File: src/rtl/ch0re_mem_arbiter.sv
// Shares one synchronous single-port memory between the IF and DM ports of ch0re.
// DM wins contention by default; IF is promoted after IF_MAX_WAIT consecutive denials.
module ch0re_mem_arbiter #(
    parameter int ADDR_WIDTH  = 12,
    parameter int DATA_WIDTH  = 64,
    parameter int IF_MAX_WAIT = 4
) (
    input  logic                    clk,
    input  logic                    rst_n,
    input  logic                    i_if_req,
    input  logic [ADDR_WIDTH-1:0]   i_if_addr,
    output logic                    o_if_gnt,
    output logic                    o_if_rvalid,
    output logic [DATA_WIDTH-1:0]   o_if_rdata,
    input  logic                    i_dm_req,
    input  logic [DATA_WIDTH/8-1:0] i_dm_wen,
    input  logic [ADDR_WIDTH-1:0]   i_dm_addr,
    input  logic [DATA_WIDTH-1:0]   i_dm_wdata,
    output logic                    o_dm_gnt,
    output logic                    o_dm_rvalid,
    output logic [DATA_WIDTH-1:0]   o_dm_rdata,
    output logic                    o_mem_en,
    output logic [DATA_WIDTH/8-1:0] o_mem_wen,
    output logic [ADDR_WIDTH-1:0]   o_mem_addr,
    output logic [DATA_WIDTH-1:0]   o_mem_wdata,
    input  logic [DATA_WIDTH-1:0]   i_mem_rdata
);

    localparam int CNT_W = (IF_MAX_WAIT > 0) ? $clog2(IF_MAX_WAIT + 1) : 1;
    localparam logic [CNT_W-1:0] CNT_MAX = CNT_W'(IF_MAX_WAIT);

    // state    | meaning
    // OWN_NONE | nothing returns on i_mem_rdata next cycle
    // OWN_IF   | next-cycle i_mem_rdata belongs to IF
    // OWN_DM   | next-cycle i_mem_rdata belongs to DM (reads only)
    typedef enum logic [1:0] {
        OWN_NONE = 2'd0,
        OWN_IF   = 2'd1,
        OWN_DM   = 2'd2
    } owner_t;

    owner_t                owner;
    logic [CNT_W-1:0]      wait_cnt;
    logic                  if_prio;
    logic [DATA_WIDTH-1:0] if_hold;
    logic [DATA_WIDTH-1:0] dm_hold;

    always_comb begin
        if_prio     = (IF_MAX_WAIT > 0) && (wait_cnt == CNT_MAX);
        o_if_gnt    = i_if_req & (~i_dm_req | if_prio);
        o_dm_gnt    = i_dm_req & ~o_if_gnt;
        o_mem_en    = o_if_gnt | o_dm_gnt;
        o_mem_wen   = '0;
        o_mem_addr  = '0;
        o_mem_wdata = '0;
        if (o_if_gnt) begin
            o_mem_addr = i_if_addr;
        end else if (o_dm_gnt) begin
            o_mem_wen   = i_dm_wen;
            o_mem_addr  = i_dm_addr;
            o_mem_wdata = i_dm_wdata;
        end
    end

    always_ff @(posedge clk or negedge rst_n) begin
        if (!rst_n) begin
            wait_cnt <= '0;
            owner    <= OWN_NONE;
            if_hold  <= '0;
            dm_hold  <= '0;
        end else begin
            if (i_if_req && !o_if_gnt) begin
                if (wait_cnt != CNT_MAX)
                    wait_cnt <= wait_cnt + CNT_W'(1);
            end else begin
                wait_cnt <= '0;
            end

            if (o_if_gnt)
                owner <= OWN_IF;
            else if (o_dm_gnt && (i_dm_wen == '0))
                owner <= OWN_DM;
            else
                owner <= OWN_NONE;

            if (owner == OWN_IF)
                if_hold <= i_mem_rdata;
            if (owner == OWN_DM)
                dm_hold <= i_mem_rdata;
        end
    end

    // Read data is steered straight from the memory while valid, otherwise held.
    assign o_if_rvalid = (owner == OWN_IF);
    assign o_dm_rvalid = (owner == OWN_DM);
    assign o_if_rdata  = o_if_rvalid ? i_mem_rdata : if_hold;
    assign o_dm_rdata  = o_dm_rvalid ? i_mem_rdata : dm_hold;

endmodule

File: config.mk
export PLATFORM = sky130hd
export DESIGN_NAME = ch0re_mem_arbiter
export DESIGN_NICKNAME = d
export VERILOG_FILES = /design/src/rtl/ch0re_mem_arbiter.sv
export SDC_FILE = /design/constraint.sdc
export NUM_CORES = 1
export LEC_CHECK = 0
export CAP_MARGIN = 5
export CORE_AREA = 3 3 149 151
export DETAILED_ROUTE_END_ITERATION = 10
export DIE_AREA = 0 0 152 154
export PLACE_DENSITY = 0.72
export SETUP_SLACK_MARGIN = 0.1
export SLEW_MARGIN = 20
export SYNTH_ARGS = -nofsm -noshare
export SYNTH_HDL_FRONTEND = slang
export SYNTH_SLANG_ARGS = --single-unit
File: constraint.sdc
create_clock -name clk -period 2.81 [get_ports clk]
set_clock_uncertainty 0.2 [all_clocks]
set_input_delay 0.562 -clock clk [delete_from_list [all_inputs] [get_ports clk]]
set_output_delay 0.562 -clock clk [all_outputs]
set_load 0.05 [all_outputs]
==> results of run 1 <==
==> worst min-delay path by stage <==
stage / from / endpoint / slack [ns]
after floorplan: rst_n / dm_hold[0] / 0.07
after global placement: wait_cnt[0] / wait_cnt[0] / 0.26
after detailed placement: wait_cnt[0] / wait_cnt[0] / 0.26
after CTS: wait_cnt[0] / wait_cnt[0] / 0.27
after global routing: if_hold[49] / if_hold[49] / 0.30
final: if_hold[53] / if_hold[53] / 0.29
==> per-stage QoR <==
| step | hold slack, ns | utilization, % |
|---|---|---|
| 2_1_floorplan | 0.0664 | - |
| 3_3_place_gp | 0.256 | 53.6 |
| 3_5_place_dp | 0.263 | 53.6 |
| 4_1_cts | 0.273 | 56.8 |
| 5_1_grt | 0.302 | 58.3 |
| 6_report | 0.290 | 58.3 |
==> flip-flops by register name, indices dropped and copies added (netlist names) <==
name,cells
dm_hold,64
owner,2
wait_cnt,3
if_hold,64
==> cell families after synthesis <==
family                   share of synthesized area (%)
flip-flops                                        53.7
multiplexers                                      29.9
AND/OR/NAND/NOR                                   10.4
buffers and inverters                             4.22
AO/OA/AOI/OAI                                     1.41
adder cells (fa/ha/maj)                          0.404
==> power by group through the flow <==
stage | combinational, W | sequential, W | clock, W
after floorplan | 0.00149 | 0.00219 | 0
after global placement | 0.00263 | 0.00219 | 0
after detailed placement | 0.00265 | 0.00221 | 0
after CTS | 0.00266 | 0.00217 | 0.00236
after global routing | 0.00280 | 0.00219 | 0.00245
final | 0.00272 | 0.00217 | 0.00231
==> per-layer routing <==
metal | vias up | track usage (%)
li1 | 2296 | -
met1 | 2488 | 20.6
met2 | 264 | 37.3
met3 | 47 | 8.61
met4 | 10 | 7.53
met5 | - | 0
==> timing repair <==
action                     CTS  global route
gates resized for setup      7            38
hold buffers                 1             0
setup endpoints to repair  102           140
cloned                       0             7
hold endpoints to repair    38             0
setup buffers                2             2
==> worst reg2reg max path, cell delays in order (launching register included) <==
cell	delay, ns
dfrtp_1	0.43
nor2b_4	0.19
buf_12	0.18
buf_16	0.15
mux2_2	0.37
==> cells in the final DEF, fill, tap and decap left out, drive strengths merged, types with 2 or more instances in the layout <==
master | netlist | layout
and4 | 2 | 2
buf | 27 | 240
diode | 0 | 6
nand2 | 26 | 26
clkinv | 0 | 7
clkdlybuf4s50 | 0 | 160
nor2b | 2 | 2
dfrtp | 133 | 133
nor4 | 2 | 2
nand2b | 2 | 2
inv | 3 | 5
ha | 2 | 2
o22ai | 12 | 12
bufinv | 0 | 3
clkbuf | 9 | 21
and3 | 73 | 73
mux2 | 128 | 128
clkinvlp | 0 | 2
==> area by class of cell <==
type / count / area share [%]
antenna: 6 / 0.123
clock buffer: 18 / 3.59
clock inverter: 14 / 1.44
inverter: 3 / 0.0921
multi-input combinational: 256 / 21.8
sequential: 133 / 27.2
tap: 275 / 2.81
timing repair buffer: 405 / 42.9
==> results.cfg, run 1 <==
[outcome]
status = complete, no violations

[place]
finalWeightedCongestion = 0.856
post-dp-hpwl_um = 19800
dp.cells = 1060
place_area_um2 = 11200
portBuffers = 380
place_ws_ns = 0.0437

[routing]
post_drt_wl_per_cell_um = 22.9
first_pass_iters = 4
routed-via-count = 5105
drtAntennaViolNets = 0
drt_iter0_drc = 202
drc = 0
dr_wl_met3_um = 2190
vias_per_cell = 4.60
top_layer = met5
wl_met1_um = 8780
wl_met2_um = 13600
routed_wl_um = 25400

[clocking]
insertion_delay_ns = 0.42
cts_tree = done
cts.reportedPaths.clkPinSlew_ns = 0.06
cts_buffer_depth = 2
htreeDepth = 4
cts_sinks = 133
numCtsBuffers = 17
clock-root-buffer = clkbuf_16

[sta]
slew_headroom_pct = 70.4
layout_setup_ws_ns = 0.132
min_period_over_period_pct = 95.3
final-hold-violation-count = 0
grt_setup_unrepaired = yes
setup_viol = 0
finalSetupTns_ns = 0
period_needed_ns = 2.68
finalMaxSlewViolations = 0
worst_pin_slew_ns = 0.444
max_freq_mhz = 373

[floorplan]
core_um2 = 21000
dieWidth_um = 152
die-area_um2 = 23400
start_util_pct = 29.6
boundaryPins = 381
rows = 53
die_h_um = 154

[power_and_ir_drop]
total_power_w = 0.00720
intPower_w = 0.00474
leakagePower_nw = 5.82
switchingPower_w = 0.00246
combinationalPowerShare_pct = 37.8
vdd_ir_drop_max_uv = 358
p_sw_share_pct = 34.2
power_frac_seq_pct = 30.2
p_per_area_nw_per_um2 = 589
clockPowerShare_pct = 32.0

[grt]
antenna_found_initial = 11
grtUsageTotal_pct = 20.3
grt_max_degree = 71
grt_pass1_vias = 5423
grt_pass1_wl_um = 35600
grt_remaining_overflow = 0

[synth]
yosys.area.top_type = dfrtp_1
synth-edff-count = 0
synth_async_sr_flop_share_pct = 100
ys_dominant_reg_cell = dfrtp_1
synth.area.top_cells = dfrtp_1, mux2_4, and3_1
ys_top_cells_by_count = dfrtp_1, mux2_4, and3_1
synth_top_area_share_pct = 53.7
ys_warn_count = 0
ys_seq_area_share_pct = 53.7
synth-seq-cells = 133
synth_cell_type_count = 23
yosysMostFrequentCell = dfrtp_1
syn-instance-count = 428
synthesis.area_um2 = 6200
synthesis.nets = 594
syn_avg_cell_area_um2 = 14.5

[setup_path]
slowest_delay_ns = 0.43
r2r-end = if_hold[6]
critPathCaptureType = output port
rrSetupSlack_ns = 1.16
crit_buf_inv = 3
cp-endpoint = o_if_rdata[21]
cp-startpoint = owner[1]
cp_cell_sequence = nor2b_4 > buf_12 > buf_6 > mux2_4 > buf_4
cp.depth = 5
path_class = register to output port
required_ns = 2.05
worstPathArrival_ns = 1.92
r2r_cells = 4
worst-path-max-fanout = 8
setup.worst_path.start_class = register
critPathTopFamily = buffers and inverters
r2r_start = owner[1]
cpMaxStageDelayCell = dfrtp_1

[layout]
syn_to_final_growth_pct = 97.2
regArea_um2 = 3330
nets = 982
multi_input_area_um2 = 2660
fin_cells = 1110
finish.instance_area_um2 = 12200
drive_above_1_share_pct = 49.6
nFillCells = 1663

[min_path]
hold_depth = 1
hp-class = register to register

[flow_run]
cap_viol_max_count = 0
Note: power is estimated with default switching activity, not from simulation.
==> inputs of run 2 (changes only) <==
--- a/config.mk
+++ b/config.mk
@@ -6,10 +6,12 @@
 export NUM_CORES = 1
 export LEC_CHECK = 0
 export CAP_MARGIN = 5
-export CORE_AREA = 3 3 149 151
+export CELL_PAD_IN_SITES_DETAIL_PLACEMENT = 0
+export CELL_PAD_IN_SITES_GLOBAL_PLACEMENT = 1
+export CORE_MARGIN = 3
+export CORE_UTILIZATION = 30
 export DETAILED_ROUTE_END_ITERATION = 10
-export DIE_AREA = 0 0 152 154
-export PLACE_DENSITY = 0.72
+export PLACE_DENSITY = 0.91
 export SETUP_SLACK_MARGIN = 0.1
 export SLEW_MARGIN = 20
 export SYNTH_ARGS = -nofsm -noshare
==> results.cfg, run 2 (synthesis results as in run 1) <==
[sta]
max_freq_mhz = 369
final-hold-violation-count = 0
finalSetupTns_ns = 0
worst_pin_slew_ns = 0.660
finalMaxSlewViolations = 0
period_needed_ns = 2.71
setup_viol = 0
slew_headroom_pct = 56.0
min_period_over_period_pct = 96.4
grt_setup_unrepaired = yes

[layout]
syn_to_final_growth_pct = 87.1
largest_registers = dm_hold: 64 flops, if_hold: 64 flops, wait_cnt: 3 flops
finalCoreUtilization_pct = 58.3
mostFrequentLayoutCell = clkdlybuf4s50_1
drive_above_1_share_pct = 49.5
nets = 983
antennaDiodeCount = 0
layout_common_cells = clkdlybuf4s50_1, buf_4, dfrtp_1
fin_cells = 1094

[place]
post-dp-hpwl_um = 17200
portBuffers = 380
dp.cells = 1050
finalWeightedCongestion = 0.974

[clocking]
insertion_delay_ns = 0.41
cts.reportedPaths.clkPinSlew_ns = 0.06
clock-root-buffer = clkbuf_16
cts_buffer_depth = 2
numCtsBuffers = 17
cts_tree = done
cts_sinks = 133
htreeDepth = 4

[grt]
grtUsageTotal_pct = 18.8
antenna_found_initial = 0
grt_max_degree = 74
grt_pass1_vias = 5446
grt_pass1_wl_um = 32300
grt_remaining_overflow = 0

[routing]
vias_per_cell = 4.61
routed_wl_um = 22500
drtAntennaViolNets = 0
dr_wl_met3_um = 1790
routed-via-count = 5043
first_pass_iters = 4
top_layer = met4
drt_iter0_drc = 164
post_drt_wl_per_cell_um = 20.6
drc = 0
wl_met2_um = 11700
wl_met1_um = 8160

[outcome]
status = complete, no violations

[floorplan]
start_util_pct = 31.1
die_h_um = 150
boundaryPins = 381
dieWidth_um = 150
die-area_um2 = 22400
core_um2 = 19900
rows = 51

[setup_path]
critPathCaptureType = output port
setup.worst_path.start_class = register
r2r-end = if_hold[16]
required_ns = 2.05
cp-startpoint = owner[1]
worst-path-max-fanout = 20
rrSetupSlack_ns = 1.13
r2r_start = owner[1]
path_class = register to output port
r2r_cells = 4
cp-endpoint = o_if_rdata[21]
worstPathArrival_ns = 1.95

[min_path]
hp-class = register to register
hp-start = wait_cnt[0]

[power_and_ir_drop]
p_per_area_nw_per_um2 = 603
vdd_ir_drop_max_uv = 293
leakagePower_nw = 5.62

[flow_run]
cap_viol_max_count = 0
run 2: where the power goes:
part	internal (W)	switching (W)
Clock	0.00144	0.000836
Sequential	0.00212	0.0000571
Combinational	0.00106	0.00148
Total	0.00462	0.00237
run 2: per-stage QoR:
step | setup WS, ns | power, W | hold slack (ns) | area, um^2
global placement | 0.146 | 0.00471 | 0.261 | 10800
CTS | 0.0234 | 0.00706 | 0.276 | 11400
global route | 0.0313 | 0.00726 | 0.299 | 11600
finish | 0.100 | 0.00699 | 0.277 | 11600
floorplan | 0.170 | 0.00368 | 0.0664 | 6200
detailed placement | 0.0987 | 0.00474 | 0.267 | 10800
run 2: final cells by class:
type	count	area [um^2]
clock buffer	20	457
tap	265	332
multi-input combinational	256	2650
inverter	3	11.3
clock inverter	11	151
fill	1576	8310
timing repair buffer	406	4670
sequential	133	3330
run 2: worst max-delay path: stages (launching register included):
cell and delay (ns):
dfrtp_2 0.44, nor2b_4 0.16, buf_4 0.17, clkbuf_16 0.23
mux2_4 0.34, buf_4 0.19
run 2: how the worst min path moves through the flow:
| stage | end | depth (start not counted) | slack [ns] |
|---|---|---|---|
| 6_report | wait_cnt[0] | 1 | 0.28 |
| 5_1_grt | dm_hold[29] | 1 | 0.30 |
| 4_1_cts | wait_cnt[0] | 1 | 0.28 |
| 3_5_place_dp | wait_cnt[0] | 1 | 0.27 |
| 3_3_place_gp | wait_cnt[0] | 1 | 0.26 |
| 2_1_floorplan | dm_hold[0] | 0 | 0.07 |
run 2: per-layer routing:
| layer | up-vias | global-route usage [%] |
|---|---|---|
| met5 | - | 0 |
| met4 | 0 | 8.14 |
| met3 | 34 | 5.88 |
| met2 | 265 | 33.5 |
| met1 | 2456 | 20.6 |
| li1 | 2288 | - |
run 2: timing repair:
item                                   4_1_cts  5_1_grt
hold buffers                                 1        0
endpoints found under the hold margin       65        0
gates cloned                                 0        5
setup buffers                                3        4
pin swaps                                    0        0
setup endpoints to repair                   21      103
gates resized for setup                      1        6
==> edit 1 (flow settings as in run 2) <==
Make the reset (`rst_n`) synchronous in one clocked block.
--- a/src/rtl/ch0re_mem_arbiter.sv
+++ b/src/rtl/ch0re_mem_arbiter.sv
@@ -64,3 +64,3 @@
 
-    always_ff @(posedge clk or negedge rst_n) begin
+    always_ff @(posedge clk) begin
         if (!rst_n) begin
Behaviour: differs if rst_n is asserted again (counterexample within 4 cycles, from zero or initial values and one cycle with rst_n low); with rst_n held inactive, the same outputs for 4 cycles.
==> edit 1 against run 2 <==
Setup slack gained 0.069 ns; final area fell by 4.6%; area after synthesis up 1.6%; sequential cell count stayed put; power fell by 22%; global-route usage increased by 3.0 points; wire length grew 16%; synthesized cell count is 27% higher; largest power group is now clock.
==> edit 1: results (changes against run 2) <==
stage,metric,value,unit,change
final_layout,fill_cells,1831,,+16%
synth,ys_seq_area_share,42.3,%,-11 points
timing,whs,0.316,ns,+0.0387 ns
drt,route.met2.wl,13000,µm,+11%
outcome,status,"complete, no violations",,
global_routing,grt_pass1_vias,5370,,-1.4%
global_routing,grt_first_pass_wirelength,35700,µm,+11%
final_layout,n_antenna_cell,3,,+3
worst_setup_path,cp_max_fo,6,,-70%
hold_path,hold_depth,3,,+2
drt,wl_met1,9230,µm,+13%
worst_setup_path,crit_start,wait_cnt[0],,
hold_path,holdCritStartpoint,rst_n,,
global_routing,use_met3,8.92,%,+3.0 points
final_layout,multi_input_area_share,30.8,%,+8.0 points
synth,syn_nets,709,,+19%
final_layout,seq_cells,133,,unchanged
drt,vias_per_cell,4.56,,-1.1%
final_layout,final_layout_size_suffix_gt1_share,44.1,%,-5.4 points
timing,max_slew_margin,58.6,%,+2.6 points
worst_setup_path,timing.rr.start,owner[0],,
synth,synthAdderAreaFrac,0.397,%,-0.0063 points
placed_design,placed_area,10300,µm²,-4.2%
power,ir_drop,0.346,mV,+18%
final_layout,sh_seq_area,24.1,%,-4.6 points
hold_path,timing.hold.worst_endpoint,owner[1],,
worst_setup_path,cp_data_arrival_time,1.88,ns,-0.07 ns
worst_setup_path,reg2reg_depth,5,,+1
global_routing,grt_max_degree,82,,+11%
cts,ctsResizeCount,6,,+5
synth,synthTopCellsByCount,"dfxtp_1 (133), and2_1 (132), mux2_4 (109)",,
placed_design,hpwl,20700,µm,+20%
cts,cts_setup_buffers,4,,+1
synth,synth_flop_cell,dfxtp_1,,
drt,dr.first_iter.drc_count,225,,+37%
hold_path,worstHoldPathType,in -> reg,,
drt,wl_met3,2300,µm,+29%
final_layout,fin_nets,1086,,+10%
synth,synth.distinct_cells,23,,unchanged
synth,synth_area_leaders,"dfxtp_1 (42%), mux2_4 (26%), and2_1 (13%)",,
synth,async_reset_ff_share,0,%,-100 points
placed_design,gp_congestion,0.853,,-12%
final_layout,clk_share,5.37,%,+0.13 points
final_layout,buf_share,36.5,%,-3.8 points
final_layout,nNonClkBuffers,402,,-0.99%
synth,synth.area.mux_share,29.5,%,-0.31 points
drt,detail_route.first_pass.iterations,5,,+1
power,p_leak,0.00530,µW,-5.7%
final_layout,multi_input_comb_cells,363,,+42%
global_routing,antenna_found_initial,6,,+6
floorplanning,rows,52,,+2.0%
drt,wl,26000,µm,+16%
## edit 1: cell count changes in the layout (fill, tap and decap cells not counted), sizes merged, moves of 12 or more
| cell | change |
|---|---|
| dfrtp | -133 |
| nand2 | -24 |
| a22o | +12 |
| dfxtp | +133 |
| and2 | +132 |
| o22ai | -12 |
## edit 1: power breakdown
part | switching [µW] | internal [µW] | total, µW
clock network | 915 | 1340 | 2250
registers | 8.63 | 1920 | 1930
logic | 721 | 555 | 1280
## edit 1: per-stage QoR
stage	worst slack (ns)	total power, µW	util [%]	cells
after global placement	0.0640	3230	50.6	1164
after global routing	0.101	5630	54.1	1206
after detailed placement	-0.0176	3240	50.6	1164
final	0.169	5450	54.1	1206
after floorplan	0.313	2640	-	543
after CTS	0.119	5520	53.9	1202
## edit 1: critical path, cell delays in order (launching register included)
cell,delay [ns]
dfxtp_1,0.31
inv_1,0.08
ha_2,0.23
nand3_4,0.11
and2_2,0.29
a22o_1,0.29
buf_12,0.16
==> edit 2 (settings of run 2) <==
Without the edit above. Set the parameter `ADDR_WIDTH` to 11 (it was 12).
--- a/src/rtl/ch0re_mem_arbiter.sv
+++ b/src/rtl/ch0re_mem_arbiter.sv
@@ -3,3 +3,3 @@
 module ch0re_mem_arbiter #(
-    parameter int ADDR_WIDTH  = 12,
+    parameter int ADDR_WIDTH  = 11,
     parameter int DATA_WIDTH  = 64,
Interface: changed (resized i_dm_addr, i_if_addr and o_mem_addr); port bits go from 381 to 378. The function was not compared with the original's and may differ.
==> edit 2 against run 2 <==
Area after synthesis fell by 0.18%; setup slack improved by 0.038 ns; wire length rose by 0.44%; power fell by 0.80%; sequential cell count did not move; die area fell by 0.17%; final area fell by 3.8%; via count fell by 0.79%; critical path type unchanged; critical endpoint is now o_if_rdata[60].
==> edit 2: results (changes against run 2) <==
stage,metric,value,unit,change
drt,wl_met3,1770,µm,-1.0%
timing,worst_slew_pin_slew,0.615,ns,-0.0449 ns
synth,synth.avg_cell_area,14.6,µm²,+0.52%
placed_design,dp_cells,1043,,-0.67%
synth,synth.distinct_cells,25,,+8.7%
worst_setup_path,critPathCapture,o_if_rdata[60],,
drt,detail_route.first_pass.iterations,5,,+1
timing,min_period,2.67,ns,-0.0378 ns
drt,route.met2.wl,11500,µm,-1.6%
drt,vias_per_cell,4.60,,-0.25%
power,combPwrFrac,36.7,%,+0.4 points
global_routing,grt_first_pass_wirelength,31700,µm,-1.9%
global_routing,use_met3,6.57,%,+0.70 points
placed_design,placed_area,10300,µm²,-4.7%
drt,dr.first_iter.drc_count,145,,-12%
worst_setup_path,cp_data_arrival_time,1.91,ns,-0.04 ns
placed_design,port_buffers,377,,-0.79%
drt,wl,22600,µm,+0.44%
worst_setup_path,reg2reg_depth,5,,+1
global_routing,met1_usage,20.9,%,+0.29 points
worst_setup_path,r2r_slack,1.04,ns,-0.09 ns
power,ir_drop,0.344,mV,+17%
worst_setup_path,cp_max_fo,6,,-70%
power,net-switching-power,2490,µW,+5.2%
cts,cts_made_buffers,17,,unchanged
synth,syn_nets,589,,-0.84%
outcome,status,"complete, no violations",,
placed_design,gp_congestion,0.863,,-11%
synth,synthTopCellsByCount,"dfrtp_1 (133), mux2_4 (109), and3_1 (73)",,
final_layout,fin_nets,974,,-0.92%
placed_design,hpwl,16800,µm,-2.6%
final_layout,final_layout_size_suffix_gt1_share,49.9,%,+0.48 points
global_routing,grt_usage,18.8,%,about the same
global_routing,grt_max_degree,89,,+20%
power,power_frac_seq,31.4,%,+0.3 points
synth,ys_seq_area_share,53.8,%,+0.098 points
timing,whs,0.269,ns,-0.00878 ns
power,p_leak,0.00549,µW,-2.2%
global_routing,grt_util_met2,32.5,%,-1.0 points
placed_design,place_ws,0.0532,ns,-0.0454 ns
edit 2: changes by cell type after synthesis, sizes merged:
| cell | run 2 | this run |
|---|---|---|
| buf | 27 | 26 |
| o22ai | 12 | 11 |
| nand2 | 26 | 24 |
| clkbuf | 9 | 10 |
edit 2: cell type report:
cell class              count  area [µm²]
clock inverters            15         159
repair buffers            402        4270
inverters                   3        11.3
clock buffers              17         425
multi-input cells         253        2640
flip-flops and latches    133        3330
fillers                  1575        8680
well taps                 265         332
edit 2: kinds of logic (layout without fill, tap and decap cells):
group,Yosys count,count (layout),synth area share [%]
AO/OA/AOI/OAI,13,13,1.31
AND/OR/NAND/NOR,110,110,10.3
flip-flops,133,133,53.8
buffers and inverters,39,437,4.27
adder cells (fa/ha/maj),2,2,0.404
multiplexers,128,128,29.9
edit 2: repair_timing:
item | in CTS | in global routing
endpoints found under the setup margin | 30 | 127
hold buffers | 1 | 0
gates cloned | 0 | 6
resized for setup | 3 | 30
setup buffers | 2 | 4
hold endpoints to repair | 63 | 0
